<file path="src/rtl/ctrl_pkg.sv">
`default_nettype none
// ---------------------------------------------------------------------------
// ctrl_pkg : shared types, duty defaults and saturating step helper
// Rev 1.0
// ---------------------------------------------------------------------------
package ctrl_pkg;

    typedef logic [5:0] duty_t;

    localparam duty_t c_duty_min  = 6'd8;
    localparam duty_t c_duty_max  = 6'd56;
    localparam duty_t c_duty_init = 6'd32;

    typedef enum logic [1:0] {
        IDLE   = 2'd0,
        DELAY  = 2'd1,
        REPEAT = 2'd2
    } rpt_state_t;

    // Widened to 7 bits so a MAX of 63 cannot wrap and a MIN of 0 cannot underflow.
    function automatic duty_t duty_next(input duty_t cur, input logic inc, input logic dec,
                                        input duty_t lo, input duty_t hi);
        logic [6:0] cur_w;
        logic [6:0] wide;
        cur_w = {1'b0, cur};
        wide  = cur_w;
        if (inc && !dec)
            wide = ((cur_w + 7'd1) > {1'b0, hi}) ? {1'b0, hi} : (cur_w + 7'd1);
        else if (dec && !inc)
            wide = (cur_w <= {1'b0, lo}) ? {1'b0, lo} : (cur_w - 7'd1);
        return wide[5:0];
    endfunction

endpackage
`default_nettype wire

</file>
<file path="src/rtl/btn_conditioner.sv">
`default_nettype none
// ---------------------------------------------------------------------------
// btn_conditioner : synchroniser, debouncer and hold-to-repeat step strobe
// Rev 1.0
// ---------------------------------------------------------------------------
module btn_conditioner import ctrl_pkg::*; #(
    parameter int DEBOUNCE_CYCLES = 1_000_000,
    parameter int REPEAT_DELAY    = 25_000_000,
    parameter int REPEAT_RATE     = 5_000_000
) (
    input  logic clk,
    input  logic rst,
    input  logic i_btn_raw,
    output logic pulse,
    output logic level
);

    localparam int c_cnt_w   = $clog2(DEBOUNCE_CYCLES + 1);
    localparam int c_tmr_max = (REPEAT_DELAY > REPEAT_RATE) ? REPEAT_DELAY : REPEAT_RATE;
    localparam int c_tmr_w   = $clog2(c_tmr_max + 1);

    logic               sync1_q, sync2_q;
    logic               level_q, level_d;
    logic [c_cnt_w-1:0] cnt_q, cnt_d;
    logic [c_tmr_w-1:0] tmr_q, tmr_d;
    rpt_state_t         state_q, state_d;
    logic               w_active;
    logic               w_pulse;

    always_ff @(posedge clk or posedge rst) begin
        if (rst) begin
            sync1_q <= 1'b0;
            sync2_q <= 1'b0;
            level_q <= 1'b0;
            cnt_q   <= '0;
            tmr_q   <= '0;
            state_q <= IDLE;
        end else begin
            sync1_q <= i_btn_raw;
            sync2_q <= sync1_q;
            level_q <= level_d;
            cnt_q   <= cnt_d;
            tmr_q   <= tmr_d;
            state_q <= state_d;
        end
    end

    always_comb begin
        level_d = level_q;
        cnt_d   = '0;
        if (sync2_q != level_q) begin
            if (cnt_q == c_cnt_w'(DEBOUNCE_CYCLES - 1))
                level_d = ~level_q;
            else
                cnt_d = cnt_q + c_cnt_w'(1);
        end
    end

    // A release accepted this cycle already kills the strobe, not one cycle later.
    assign w_active = level_q & level_d;

    always_comb begin
        state_d = state_q;
        tmr_d   = '0;
        if (!w_active) begin
            state_d = IDLE;
        end else begin
            case (state_q)
                IDLE:    state_d = DELAY;
                DELAY: begin
                    if (tmr_q == c_tmr_w'(REPEAT_DELAY - 1))
                        state_d = REPEAT;
                    else
                        tmr_d = tmr_q + c_tmr_w'(1);
                end
                REPEAT: begin
                    if (tmr_q != c_tmr_w'(REPEAT_RATE - 1))
                        tmr_d = tmr_q + c_tmr_w'(1);
                end
                default: state_d = IDLE;
            endcase
        end
    end

    always_comb begin
        w_pulse = 1'b0;
        if (w_active) begin
            case (state_q)
                IDLE:    w_pulse = 1'b1;
                DELAY:   w_pulse = (tmr_q == c_tmr_w'(REPEAT_DELAY - 1));
                REPEAT:  w_pulse = (tmr_q == c_tmr_w'(REPEAT_RATE - 1));
                default: w_pulse = 1'b0;
            endcase
        end
    end

    assign pulse = w_pulse;
    assign level = level_q;

endmodule
`default_nettype wire

</file>
<file path="src/rtl/btn_duty_ctrl.sv">
`default_nettype none
// ---------------------------------------------------------------------------
// btn_duty_ctrl : four conditioned buttons driving saturating X/Y duty registers
// Rev 1.0
// ---------------------------------------------------------------------------
module btn_duty_ctrl import ctrl_pkg::*; #(
    parameter int    DEBOUNCE_CYCLES = 1_000_000,
    parameter int    REPEAT_DELAY    = 25_000_000,
    parameter int    REPEAT_RATE     = 5_000_000,
    parameter duty_t DUTY_MIN        = c_duty_min,
    parameter duty_t DUTY_MAX        = c_duty_max,
    parameter duty_t DUTY_INIT       = c_duty_init
) (
    input  logic       sysclk,
    input  logic       Reset_Sw,
    input  logic       Bt_Up_Raw,
    input  logic       Bt_Down_Raw,
    input  logic       Bt_Left_Raw,
    input  logic       Bt_Right_Raw,
    output logic [5:0] Duty_X,
    output logic [5:0] Duty_Y,
    output logic       Bt_Up,
    output logic       Bt_Down,
    output logic       Bt_Left,
    output logic       Bt_Right
);

    // Bit order used throughout: 0 = Up, 1 = Down, 2 = Left, 3 = Right.
    logic       rst_meta_q, rst_sync_q;
    logic [3:0] w_raw, w_strobe, w_level, w_step;
    logic [3:0] pulse_q, pulse_d;
    duty_t      duty_x_q, duty_x_d;
    duty_t      duty_y_q, duty_y_d;

    // Asserts immediately, releases two clocks after Reset_Sw falls.
    always_ff @(posedge sysclk or posedge Reset_Sw) begin
        if (Reset_Sw) begin
            rst_meta_q <= 1'b1;
            rst_sync_q <= 1'b1;
        end else begin
            rst_meta_q <= 1'b0;
            rst_sync_q <= rst_meta_q;
        end
    end

    assign w_raw = {Bt_Right_Raw, Bt_Left_Raw, Bt_Down_Raw, Bt_Up_Raw};

    for (genvar i = 0; i < 4; i++) begin : g_btn
        btn_conditioner #(
            .DEBOUNCE_CYCLES (DEBOUNCE_CYCLES),
            .REPEAT_DELAY    (REPEAT_DELAY),
            .REPEAT_RATE     (REPEAT_RATE)
        ) u_cond (
            .clk       (sysclk),
            .rst       (rst_sync_q),
            .i_btn_raw (w_raw[i]),
            .pulse     (w_strobe[i]),
            .level     (w_level[i])
        );
    end

    assign w_step = w_strobe & w_level;

    always_comb begin
        pulse_d  = w_step;
        duty_x_d = duty_next(duty_x_q, w_step[3], w_step[2], DUTY_MIN, DUTY_MAX);
        duty_y_d = duty_next(duty_y_q, w_step[0], w_step[1], DUTY_MIN, DUTY_MAX);
    end

    always_ff @(posedge sysclk or posedge rst_sync_q) begin
        if (rst_sync_q) begin
            pulse_q  <= '0;
            duty_x_q <= DUTY_INIT;
            duty_y_q <= DUTY_INIT;
        end else begin
            pulse_q  <= pulse_d;
            duty_x_q <= duty_x_d;
            duty_y_q <= duty_y_d;
        end
    end

    assign Duty_X   = duty_x_q;
    assign Duty_Y   = duty_y_q;
    assign Bt_Up    = pulse_q[0];
    assign Bt_Down  = pulse_q[1];
    assign Bt_Left  = pulse_q[2];
    assign Bt_Right = pulse_q[3];

endmodule
`default_nettype wire

</file>
<file path="config.mk">
export PLATFORM = sky130hd
export DESIGN_NAME = btn_duty_ctrl
export DESIGN_NICKNAME = d
export VERILOG_FILES = /design/src/rtl/ctrl_pkg.sv /design/src/rtl/btn_conditioner.sv /design/src/rtl/btn_duty_ctrl.sv
export SDC_FILE = /design/constraint.sdc
export NUM_CORES = 1
export LEC_CHECK = 0
export ABC_AREA = 1
export CAP_MARGIN = 15
export CORE_MARGIN = 1.5
export CORE_UTILIZATION = 68
export DETAILED_ROUTE_END_ITERATION = 16
export PLACE_DENSITY_LB_ADDON = 0.2
export SETUP_SLACK_MARGIN = 0.15
export SYNTH_ARGS = -nofsm -noshare
export SYNTH_HDL_FRONTEND = slang
export SYNTH_SLANG_ARGS = --single-unit
export TNS_END_PERCENT = 30
</file>
<file path="constraint.sdc">
create_clock -name sysclk -period 13.54 [get_ports sysclk]
set_input_delay 1.354 -clock sysclk [delete_from_list [all_inputs] [get_ports sysclk]]
set_output_delay 1.354 -clock sysclk [all_outputs]
set_load 0.005 [all_outputs]
</file>
==> qor.csv <==
metric,value,unit
status,"complete, no violations",
die_y,140.6,um
root_buffer,clkbuf_16,
cts_buffer_depth,3,
ir_worst_vdd,0.1156,mV
netlist_area,12880,um^2
rows,50,
rr_worst_depth,13,
drtIter0Drc,795,
ys_top_cells_by_area,"dfrtp_1, nor2_1, nand2_1",
dieArea,19770,um^2
use_met2,47.47,%
ios,22,
clkTransAtPathRegs,70,ps
r2r-end,Duty_Y[2],
cpMaxStageDelayCell,clkdlybuf4s50_1,
synth_edf_count,0,
leakage,0.006217,uW
critical_path.max_fanout,10,
min_period,3000,ps
die_x,140.6,um
overflow,0,
layout-drive-gt1-share,5.154,%
slew_viol_final,0,
nets,1810,
initial_core_util,69.07,%
slew_headroom,35.81,%
power_density,95.85,nW/um^2
crit_path_end_kind,output port,
worstPathRequired,12190,ps
via_per_inst,5.554,
rrSetupSlack,10900,ps
cts_tree,built,
finalWirelength,27.22,mm
crit_type,flop to output port,
cts_setup_buffers,0,
antenna-diode-count,0,
area_delta_synth_final,9.250,%
detailedPlace.worstSlack,10940,ps
use_met3,3.668,%
antenna_found_initial,0,
vias,11214,
grt_pass1_wl,46.78,mm
power,1348,uW
grt_use_met1,38.20,%
synthCells,1740,
synth_seq_cells,218,
setup_slack,10540,ps
cpPeakStageDelay,570,ps
fmax,333.3,MHz
synth.distinct_cells,46,
finalSetupTns,0,ps
critPathBufInv,1,
drc,0,
setup_viol,0,
hold_violations,0,
cts_buffers,25,
postRouteAntennaNets,0,
seq_area_frac_synth,42.41,%
layout_common_cells,"nor2_1, nand2_1, inv_1",
hold_start,g_btn[1].u_cond.sync1_q,
wl_per_cell,13.48,um
synth_top_area_cell,dfrtp_1,
coreArea,18640,um^2
place_congestion,0.9449,
grt_max_degree,137,
grt_pass1_vias,10485,
async_flop_share,100.0,%
startpoint_type,flop,
fin_hold_ws,347.6,ps
hold_class,flop to flop,
dp_hpwl,19.43,mm
cp_top_family,buffers and inverters,
grt_util_all_layers,28.16,%
rsz0062_at_grt,false,
avgSynthCellArea,7.400,um^2
min_period_over_period,22.16,%
holdPathStages,0,
finClkSkew,14.21,ps
max_cap_violations,0,
place.port_buffers,21,
clock_latency,530,ps
timing.rr.start,g_btn[0].u_cond.cnt_q[0],
drt_first_pass_iters,5,
cts_resized,0,
hold_buffers,0,
cts_num_sinks,218,
final_common_cell,nor2_1,
cts_max_level,1,
busiest_layer,met2,
synth_top_area_share,41.59,%
synth_ff_type,dfrtp_1,
path_cells,clkdlybuf4s50_1,
yosys_warnings,0,
cp_data_arrival_time,1650,ps
min_to,g_btn[1].u_cond.sync2_q,
worst_pin_slew,962.8,ps
synth_fp_nets,1784,
==> per-layer routing <==
| metal | up-vias | routed length [um] |
|---|---|---|
| met5 | - | 0 |
| met4 | 0 | 691 |
| met3 | 58 | 1390 |
| met2 | 331 | 13080 |
| met1 | 5222 | 12050 |
| li1 | 5603 | - |
==> state kept, by name (all words and copies together), names as in the netlist, 6 cells and up <==
signal,cells
g_btn.u_cond.tmr_q,100
g_btn.u_cond.cnt_q,80
Duty_Y,6
g_btn.u_cond.state_q,8
Duty_X,6
==> Yosys cell counts (3+ instances only) <==
cell type	instances
nor2_1	363
and3_1	5
o21ai_1	3
nor4_1	3
nand2_2	9
nand3_1	133
a211oi_1	3
dfstp_2	4
clkbuf_1	6
nor3_2	9
nor2_2	9
or2_2	3
ha_1	38
nor2_4	7
nand2_1	333
buf_6	5
xnor2_1	27
nor3_1	84
nand4_1	62
a21oi_1	35
inv_1	230
nor3b_1	5
nand3b_1	5
buf_2	11
xor2_1	60
dfrtp_1	214
o21ai_0	49
==> worst max-delay path by stage <==
| stage | start | slack (ps) | to | cells after the start |
|---|---|---|---|---|
| finish | Duty_Y[3] | 10540 | Duty_Y[3] | 1 |
| global route | Duty_Y[3] | 10500 | Duty_Y[3] | 1 |
| CTS | Duty_Y[3] | 10530 | Duty_Y[3] | 1 |
| detailed placement | g_btn[0].u_cond.cnt_q[0] | 10940 | Duty_Y[2] | 13 |
| global placement | g_btn[0].u_cond.cnt_q[0] | 11010 | Duty_Y[1] | 13 |
| floorplan | rst_sync_q | 7310 | Duty_X[0] | 1 |
==> kinds of logic (layout without fill, tap and decap cells) <==
kind of cell,after synthesis,in the layout,share of synthesized area (%)
buffers and inverters,254,299,7.832
flip-flops,218,218,42.41
AO/OA/AOI/OAI,103,103,4.334
XOR/XNOR,87,87,5.918
other,1,1,0.02912
AND/OR/NAND/NOR,1039,1039,35.79
adder cells (fa/ha/maj),38,38,3.693
==> power by group <==
| part | internal [uW] | switching [uW] |
|---|---|---|
| logic | 5.39 | 19.7 |
| registers | 656 | 3.10 |
| clock network | 396 | 267 |
==> area by class of cell <==
cell class / instances / area (um^2)
clock buffers: 34 / 689.4
repair buffers: 22 / 217.7
multi-input cells: 1268 / 6407
well taps: 234 / 292.8
flip-flops and latches: 218 / 5460
clock inverters: 12 / 125.1
fillers: 1406 / 4576
inverters: 231 / 874.6
==> through the flow <==
step	instances	util, %	cell area (um^2)
CTS	2019	75.46	14070
global route	2019	75.46	14070
finish	2019	75.46	14070
detailed placement	1973	71.09	13250
global placement	1973	71.09	13250
floorplan	1740	-	12880
No activity file was read; power rests on OpenSTA's default activity.
